<file path="config.mk">
export PLATFORM = sky130hd
export DESIGN_NAME = icache_axi_bridge
export DESIGN_NICKNAME = d
export VERILOG_FILES = /design/src/rtl/icache_axi_bridge.sv
export SDC_FILE = /design/constraint.sdc
export NUM_CORES = 1
export LEC_CHECK = 0
export ABC_AREA = 1
export CORE_MARGIN = 2
export CORE_UTILIZATION = 41
export CTS_CLUSTER_DIAMETER = 80
export DETAILED_ROUTE_END_ITERATION = 10
export PLACE_DENSITY = 0.81
export SKIP_CTS_REPAIR_TIMING = 1
export SLEW_MARGIN = 0
export SYNTH_ARGS = -nofsm -noshare
export SYNTH_HDL_FRONTEND = slang
export SYNTH_SLANG_ARGS = --single-unit
</file>
<file path="constraint.sdc">
create_clock -name clk -period 1.63 [get_ports clk]
set_input_delay 0.326 -clock clk [delete_from_list [all_inputs] [get_ports clk]]
set_output_delay 0.326 -clock clk [all_outputs]
set_load 0.1 [all_outputs]
</file>
<file path="src/rtl/icache_axi_bridge.sv">
// Instruction-cache line refill bridge: one 16-beat INCR AXI4 read burst per cache miss.
// Beats are registered toward the cache; abandoned requests are drained off the bus silently.
module icache_axi_bridge #(
    parameter logic [3:0] AXI_ID = 4'd0
) (
    input  logic        clk,
    input  logic        rst,
    input  logic [31:0] inst_addr_mmu,
    input  logic        inst_read_req,
    output logic        inst_addr_ok,
    output logic [31:0] inst_read_data,
    output logic        mmu_valid,
    output logic        mmu_last,
    output logic        inst_bus_err,
    output logic [3:0]  arid,
    output logic [31:0] araddr,
    output logic [7:0]  arlen,
    output logic [2:0]  arsize,
    output logic [1:0]  arburst,
    output logic        arvalid,
    input  logic        arready,
    input  logic [3:0]  rid,
    input  logic [31:0] rdata,
    input  logic [1:0]  rresp,
    input  logic        rlast,
    input  logic        rvalid,
    output logic        rready
);

    typedef enum logic [1:0] {IDLE, ADDR, DATA, DRAIN} state_e;

    localparam logic [31:0] LINE_MASK = 32'hFFFF_FFC0;

    state_e      state_q, state_d;
    logic [31:0] req_addr_q, req_addr_d;
    logic [3:0]  cnt_q, cnt_d;
    logic        err_q, err_d;
    logic [31:0] data_q, data_d;
    logic        valid_q, valid_d;
    logic        last_q, last_d;
    logic        bus_err_q, bus_err_d;

    logic own_beat, foreign_beat, beat_err, at_last, addr_match;

    assign own_beat     = rvalid && (rid == AXI_ID);
    assign foreign_beat = rvalid && (rid != AXI_ID);
    assign at_last      = (cnt_q == 4'd15);
    assign beat_err     = (rresp != 2'b00) || (rlast != at_last);
    assign addr_match   = ((inst_addr_mmu & LINE_MASK) == req_addr_q);

    always_ff @(posedge clk) begin
        if (rst) begin
            state_q    <= IDLE;
            req_addr_q <= '0;
            cnt_q      <= '0;
            err_q      <= 1'b0;
            data_q     <= '0;
            valid_q    <= 1'b0;
            last_q     <= 1'b0;
            bus_err_q  <= 1'b0;
        end else begin
            state_q    <= state_d;
            req_addr_q <= req_addr_d;
            cnt_q      <= cnt_d;
            err_q      <= err_d;
            data_q     <= data_d;
            valid_q    <= valid_d;
            last_q     <= last_d;
            bus_err_q  <= bus_err_d;
        end
    end

    always_comb begin
        state_d      = state_q;
        req_addr_d   = req_addr_q;
        cnt_d        = cnt_q;
        err_d        = err_q;
        data_d       = data_q;
        valid_d      = 1'b0;
        last_d       = 1'b0;
        bus_err_d    = 1'b0;
        arvalid      = 1'b0;
        araddr       = '0;
        rready       = 1'b0;
        inst_addr_ok = 1'b0;

        case (state_q)
            IDLE: begin
                if (inst_read_req) begin
                    req_addr_d = inst_addr_mmu & LINE_MASK;
                    state_d    = ADDR;
                end
            end
            ADDR: begin
                arvalid = 1'b1;
                araddr  = req_addr_q;
                if (arready) begin
                    cnt_d = '0;
                    // The AR handshake is committed either way; a stale request still needs its beats drained.
                    if (inst_read_req && addr_match) begin
                        inst_addr_ok = 1'b1;
                        err_d        = 1'b0;
                        state_d      = DATA;
                    end else begin
                        state_d = DRAIN;
                    end
                end
            end
            DATA: begin
                rready = 1'b1;
                if (foreign_beat) begin
                    err_d = 1'b1;
                end else if (own_beat) begin
                    data_d    = rdata;
                    valid_d   = 1'b1;
                    last_d    = at_last;
                    bus_err_d = at_last && (err_q || beat_err);
                    err_d     = err_q || beat_err;
                    cnt_d     = cnt_q + 4'd1;
                    if (at_last) state_d = IDLE;
                end
            end
            DRAIN: begin
                rready = 1'b1;
                if (own_beat) begin
                    cnt_d = cnt_q + 4'd1;
                    if (at_last) state_d = IDLE;
                end
            end
            default: state_d = IDLE;
        endcase
    end

    assign inst_read_data = data_q;
    assign mmu_valid      = valid_q;
    assign mmu_last       = last_q;
    assign inst_bus_err   = bus_err_q;
    assign arid           = AXI_ID;
    assign arlen          = 8'd15;
    assign arsize         = 3'b010;
    assign arburst        = 2'b01;

endmodule

</file>
# Word-level counts from Yosys, hierarchy flattened
# Index checks and enable logic that the tools add are counted.
word_totals:
  ff_bits: 68
  input_bits: 76
  out_inout_bits: 87
  word_cells: 66
op_classes:
  n_addsub: 1
  eq_ne: 11
  muxes: 23
  bitwise: 3
  reduce_logical: 20
op_table:
  columns: ["cell", "count"]
  rows:
  - ["2-to-1 mux 32 bit", 1]
  - ["== test 26 bit", 1]
  - ["2-to-1 mux 4 bit", 3]
  - ["one-hot mux 4 bit (3 select lines)", 1]
  - ["2-to-1 mux 1 bit", 11]
  - ["2-to-1 mux 2 bit", 5]
  - ["AND reduction 3 bit", 3]
  - ["!= test 2 bit (second input constant)", 4]
  - ["one-hot mux 2 bit (4 select lines)", 1]
  - ["adder 4 x 1 -> 4 bit (second input constant)", 1]
  - ["== test 2 bit (second input constant)", 2]
  - ["== test 4 bit (second input constant)", 1]
  - ["logical AND 1 bit", 4]
  - ["logical NOT 4 bit", 1]
  - ["AND reduction 4 bit", 1]
  - ["nonzero test 2 bit", 2]
  - ["nonzero test 4 bit", 1]
  - ["OR reduction 4 bit", 1]
  - ["!= test 3 bit (second input constant)", 1]
  - ["NOT 1 bit", 3]
  - ["nonzero test 3 bit", 1]
  - ["OR reduction 3 bit", 1]
  - ["== test 2 x 1 -> 1 bit (second input constant)", 1]
  - ["logical NOT 2 bit", 1]
  - ["other kinds (5)", 6]

# Logic depth before layout (Yosys ltp)
# Gate-level depths: netlist (run 1).
depth:
  ltp_word: 7
  mapped_depth: 11
  mapped_depth_nobuf: 11

# Worst setup path before layout (run 1)
# Ideal clock, no wire load.
synth_timing:
  path_kind: "reg2out"
  from: "register state_q[0]"
  to: "output inst_addr_ok"
  arrival_ps: 3498
  required_ps: 1304
  setup_slack_ps: -2194
  stages_incl_launch_ff: 7
  path_buffers: 0
  path_cell_list: "dfxtp_1 > inv_1 > nor2_4 > inv_2 > nor2_1 > inv_1 > nor3_1"
synth_via:
  elab_chain_cells: 2
synth_rtl:
  columns: ["item", "line_no", "text"]
  rows:
  - ["from (decl)", "34", "state_e state_q, state_d;"]
  - ["from (signal assigned)", "62", "state_q <= state_d;"]
  - ["== test 2 x 1 -> 1 bit", "87", "case (state_q)"]
  - ["2-to-1 mux 1 bit", "87", null]
  - ["to (decl)", "10", "output logic inst_addr_ok,"]
# No other way between the ends.

# Worst setup path in the final report (run 1)
layout_timing:
  from: "register req_addr_q[10]"
  to: "output inst_addr_ok"
layout_via:
  elab_chain_cells: 5
layout_rtl:
  columns: ["item", "line_no", "text"]
  rows:
  - ["from (decl)", "35", "logic [31:0] req_addr_q, req_addr_d;"]
  - ["from (signal assigned)", "63", "req_addr_q <= req_addr_d;"]
  - ["== test 26 bit", "49", "assign addr_match = ((inst_addr_mmu & LINE_MASK) == req_addr_q);"]
  - ["logical AND 1 bit", "100", "if (inst_read_req && addr_match) begin"]
  - ["2-to-1 mux 1 bit", "100", null]
  - ["2-to-1 mux 1 bit", "97", "if (arready) begin"]
  - ["2-to-1 mux 1 bit", "87", null]
# No other way between the ends.

==> results of run 1 <==
==> worst max-delay path, delay by kind of cell, from the launching register on <==
family,cells,cell delay (ps)
buf+inv,2,330
simple gates,6,680
flops,1,310
==> stage by stage <==
step                hold slack (ps)  total power [W]  std cells  TNS (ps)  util (%)
floorplan                       385          0.00324        533    -17260         -
global placement                465          0.00393        769     -5080      71.8
detailed placement              479          0.00400        769     -6840      71.8
CTS                             491          0.00521        785     -5560      73.9
global route                    346          0.00561        794     -8590      77.1
finish                          320          0.00535        795     -6250      77.1
==> flip-flops by register name, summed over array words and instances, names as in the netlist <==
register and flops:
err_q 1, state_q 2, req_addr_q 26, mmu_last 1
mmu_valid 1, inst_read_data 32, inst_bus_err 1, cnt_q 4
==> final timing paths <==
kind                           from             end  slack (ps)
setup / recovery     req_addr_q[10]    inst_addr_ok        -360
hold / removal    inst_addr_mmu[11]  req_addr_q[11]         320
setup reg to reg     req_addr_q[10]      state_q[0]          20
hold reg to reg            cnt_q[1]        cnt_q[1]         490
==> cells by family (layout without fill, tap and decap cells) <==
logic type / count (synthesis) / count (layout) / synth area share (%)
flip-flops: 68 / 68 / 40.3
buffers and inverters: 111 / 266 / 16.1
AO/OA/AOI/OAI: 95 / 95 / 14.7
other: 2 / 25 / 0.222
adder cells (fa/ha/maj): 1 / 1 / 0.371
XOR/XNOR: 4 / 4 / 1.04
AND/OR/NAND/NOR: 231 / 231 / 27.2
==> layout by cell type (no fill, tap or decap), drive strengths merged <==
cell type and instances:
clkbuf 10, o211ai 1, xor2 2, nor2 123
nand4 1, a211oi 1, inv 67, nor3 2
nand3 6, o21ai 62, a21oi 31, clkdlybuf4s50 43
or3 1, dlymetal6s2s 26, dfxtp 68, buf 112
diode 2, xnor2 2, conb 23, clkinv 6
nand2 98, clkinvlp 2, ha 1
==> power by group through the flow <==
| stage | logic (W) | registers [W] | clock network (W) |
|---|---|---|---|
| 3_3_place_gp | 0.00204 | 0.00189 | 0 |
| 5_1_grt | 0.00239 | 0.00188 | 0.00134 |
| 4_1_cts | 0.00211 | 0.00186 | 0.00125 |
| 2_1_floorplan | 0.00131 | 0.00193 | 0 |
| 3_5_place_dp | 0.00210 | 0.00190 | 0 |
| 6_report | 0.00226 | 0.00187 | 0.00123 |
==> layout make-up <==
type / count / area [µm²] / area share, %
antenna: 2 / 5.00 / 0.0802
multi-input combinational: 354 / 1800 / 28.8
clock buffer: 9 / 124 / 1.99
sequential: 68 / 1380 / 22.1
clock inverter: 7 / 43.8 / 0.702
inverter: 68 / 263 / 4.21
tap: 105 / 131 / 2.11
timing repair buffer: 182 / 2500 / 40.0
==> per-layer routing <==
layer | vias to the layer above | routed length, µm | GRT usage (%)
li1 | 1871 | - | -
met1 | 1724 | 4180 | 27.1
met2 | 139 | 5670 | 41.8
met3 | 23 | 790 | 8.62
met4 | 0 | 219 | 7.49
met5 | - | 0 | 0
==> flow_summary.ini, run 1 <==
[synthesis]
syn_area_mm2 = 0.00338
ys_ff_latch = 68
synth_top_area_share_pct = 40.3
synthFlopType = dfxtp_1
postSynthCellCount = 512
synthTopCellsByCount = nor2_1, nand2_1, dfxtp_1, inv_1, o21ai_0
synth.area.top_cells = dfxtp_1, nor2_1, nand2_1
ys_seq_area_share_pct = 40.3
synth_edf_count = 0
syn_avg_cell_area_um2 = 6.59
yosysTopAreaCell = dfxtp_1
yosys_warnings = 0
synth_most_common_cell = nor2_1
synth_cell_types = 29
synth-async-reset-ratio_pct = 0

[sta]
fin_crit_sh_pct = 122
finalMaxSlewViolations = 0
relSlewSlack_pct = 65.4
setup_ws_ps = -358
min_period_ps = 1990
worstMarginPinSlew_ps = 518
fmax_mhz = 503
rsz0062_at_grt = yes
setup_viol = 27
hold_viol = 0
skew_ps = 9.85

[critical_path]
rr_worst_depth = 12
crit_chain = inv_1 -> nand2_1 -> nand2_1 -> nand2_1 -> nor2_2 -> nand3_2 -> nor3_4 -> buf_12
cp-start-kind = flip-flop
worst-setup-path-type = flip-flop to output pin
critical_path.max_fanout = 3
cp.arrival_ps = 1660
cp-end-kind = output pin
cpMaxStageDelayCell = dfxtp_1
required_ps = 1300
cpMostUsedCell = nand2_1
max_stage_delay_ps = 310

[cells_and_area]
fillCellCount = 560
finalNetCount = 760
final_cell_area_mm2 = 0.00624
syn_to_final_growth_pct = 84.8
drive_gt1_share_pct = 29.4

[status]
violations = negative setup slack
status = complete, but fails checks

[power_and_ir_drop]
leakage_nw = 3.00
p_clk_share_pct = 22.9
pwr-share-seq_pct = 34.9
p_comb_share_pct = 42.2
p_switching_w = 0.00218
netSwitchingFraction_pct = 40.8
intPower_w = 0.00317
power-per-cell-area_mw_per_mm2 = 858
ir_drop_mv = 0.475

[clock_network]
clk_pin_slew_ps = 70
clock_latency_ps = 340
numCtsBuffers = 9
cts_tree = built
h-tree-depth = 3
clock_sinks = 68
clock_path_buffers = 2
ctsRootBufferMaster = clkbuf_8

[routing]
dr.first_iter.drc_count = 125
routed_via_density = 4.73
drt_first_pass_iters = 4
drcViolationCount = 0
wl_per_cell_um = 13.7
detail-route-antenna-nets = 0
dr_total_vias = 3757
drt_wl_total_um = 10900

[hold_path]
hp-class = primary input to flip-flop
whs_path_depth = 3

[floorplan]
core_mm2 = 0.00809
die_w_um = 94.7
rows = 33
die_height_um = 94.7
start_util_pct = 41.7
die_area_mm2 = 0.00898
io_pins = 163

[placement]
port_buffers = 133
dp.final_hpwl_um = 8090
postPlaceCellArea_mm2 = 0.00581
pre_cts_ws_ps = -567
place.gp.congestion = 0.820

[global_route]
grt_pass1_wl_um = 16800
grt_max_degree = 53
grt_pass1_vias = 3712
grt.overflow.total = 0
antenna_found_initial = 1
grt_usage_pct = 23.9

[run]
drv_cap = 0
Power figures use the tool's default switching activity.
==> run 2: changes to the inputs <==
- CTS_CLUSTER_DIAMETER: 80 -> default
- SKIP_LAST_GASP: default -> 1
==> results of run 2 <==
Same layout as run 1: the final DEF is identical, and so are final timing and power.
==> run 3: changes to the inputs <==
- CORE_UTILIZATION: 41 -> 40
- MAX_ROUTING_LAYER: default -> met4
- PLACE_DENSITY: 0.81 -> 0.85
==> run 3 against run 2 <==
- the run still ends with negative setup slack left
- sequential share of layout area down 0.067 points
- clock power up 12%
- design area up 0.12%
- via count up 1.1%
- register-to-register slack better by 90 ps
- fmax down 4.9%
- die area up 2.4%
- critical path depth unchanged
- sequential power about the same
- largest power group unchanged
- highest routed layer unchanged
==> flow_summary.ini, run 3 (synthesis gave the netlist of run 1 again) <==
[status]
status = complete, but fails checks
violations = negative setup slack

[floorplan]
die_area_mm2 = 0.00919
die_w_um = 95.9
io_pins = 163
core_mm2 = 0.00822
start_util_pct = 41.1
die_height_um = 95.9
rows = 33

[power_and_ir_drop]
p_comb_share_pct = 40.6
power-per-cell-area_mw_per_mm2 = 879
intPower_w = 0.00330
leakage_nw = 2.99
p_switching_w = 0.00219
netSwitchingFraction_pct = 39.8
pwr-share-seq_pct = 34.2
ir_drop_mv = 0.561
p_clk_share_pct = 25.2

[critical_path]
cp.arrival_ps = 1760
critPathLaunch = inst_addr_mmu[12]
required_ps = 1300
timing.rr.end = err_q
cp-end-kind = output pin
r2r-start = req_addr_q[12]
r2r_slack_ps = 110
critical_path.max_fanout = 3
setup.worst_path.end = inst_addr_ok
worst-setup-path-type = primary input to output pin
cp-start-kind = primary input
rr_worst_depth = 11

[clock_network]
numCtsBuffers = 9
h-tree-depth = 3
clk_pin_slew_ps = 70
clock_sinks = 68
clock_path_buffers = 2
cts_tree = built
clock_latency_ps = 340
ctsRootBufferMaster = clkbuf_8

[cells_and_area]
layout_commonest_cell = nand2_1
final_cell_mix = nand2_1, nor2_1, buf_12
finalNetCount = 756
largest_reg_flops = 32
fillCellCount = 528
syn_to_final_growth_pct = 85.0
regArea_mm2 = 0.00138
final_cell_area_mm2 = 0.00625
drive_gt1_share_pct = 28.4
multi_input_area_mm2 = 0.00179
fin_cells = 790

[global_route]
grt_max_degree = 53
grt_pass1_vias = 3799
grt_usage_pct = 24.4
grt_pass1_wl_um = 17000
grt.overflow.total = 0
antenna_found_initial = 1

[run]
drv_cap = 0

[routing]
drt_first_pass_iters = 4
wl_per_cell_um = 14.1
drt_wl_total_um = 11100
dr.first_iter.drc_count = 113
detail-route-antenna-nets = 0
drcViolationCount = 0
dr_total_vias = 3798
routed_via_density = 4.81

[sta]
rsz0062_at_grt = yes
fin_crit_sh_pct = 128
hold_ws_ps = 335
tns_ps = -3420
setup_viol = 27
min_period_ps = 2090
fmax_mhz = 478
hold_viol = 0
setup_ws_ps = -461
skew_ps = 8.77
finalMaxSlewViolations = 0

[placement]
pre_cts_ws_ps = -573
postPlaceCellArea_mm2 = 0.00583
dp.final_hpwl_um = 8070
place.gp.congestion = 0.896
place_inst = 768
port_buffers = 133

[hold_path]
hp-class = primary input to flip-flop
-- run 3: cell types whose count changed in the layout (fill, tap and decap cells not counted), sizes merged --
cell,delta
buf,-5
clkinv,-3
inv,+2
bufinv,+1
clkbuf,+1
clkdlybuf4s50,+1
diode,-1
dlymetal6s2s,-1
-- run 3: per-layer routing --
layer  up-vias  wire, µm  global-route usage [%]  share of wire [%]
met2       143      5860                    42.1                 53
li1       1859         -                       -                  -
met3        17       724                    6.34                6.5
met5         -         0                       -                  0
met1      1779      4380                    27.8                 39
met4         0       182                    7.26                1.6
-- run 3: cell type report --
class / instances / area share [%]
well taps: 105 / 2.10
repair buffers: 178 / 40.0
inverters: 68 / 4.21
flip-flops and latches: 68 / 22.0
diodes: 1 / 0.0401
multi-input cells: 354 / 28.6
clock buffers: 9 / 1.98
clock inverters: 7 / 1.06
-- run 3: metrics by stage --
step	utilization, %	power (W)
2_1_floorplan	-	0.00324
3_3_place_gp	71.0	0.00392
3_5_place_dp	71.0	0.00398
4_1_cts	73.3	0.00536
5_1_grt	76.0	0.00573
6_report	76.0	0.00549
-- run 3: critical path, stage by stage --
cell and delay (ps):
clkdlybuf4s50_1 510, nand2_1 70, nand2_1 70, nand2_1 80, nor2_2 130, nand3_2 140
nor3_4 240, buf_12 200
-- run 3: worst min-delay path by stage --
| stage | start | endpoint | cells after the start |
|---|---|---|---|
| 4_1_cts | req_addr_q[11] | req_addr_q[11] | 2 |
| 5_1_grt | inst_addr_mmu[14] | req_addr_q[14] | 3 |
| 6_report | inst_addr_mmu[11] | req_addr_q[11] | 3 |
| 2_1_floorplan | rst | state_q[0] | 1 |
| 3_5_place_dp | req_addr_q[11] | req_addr_q[11] | 2 |
| 3_3_place_gp | cnt_q[1] | cnt_q[1] | 2 |
-- run 3: power by group through the flow --
stage	clock network (W)	registers, W	logic (W)
2_1_floorplan	0	0.00193	0.00131
3_3_place_gp	0	0.00189	0.00202
3_5_place_dp	0	0.00190	0.00207
4_1_cts	0.00141	0.00187	0.00208
5_1_grt	0.00149	0.00189	0.00236
6_report	0.00138	0.00187	0.00223
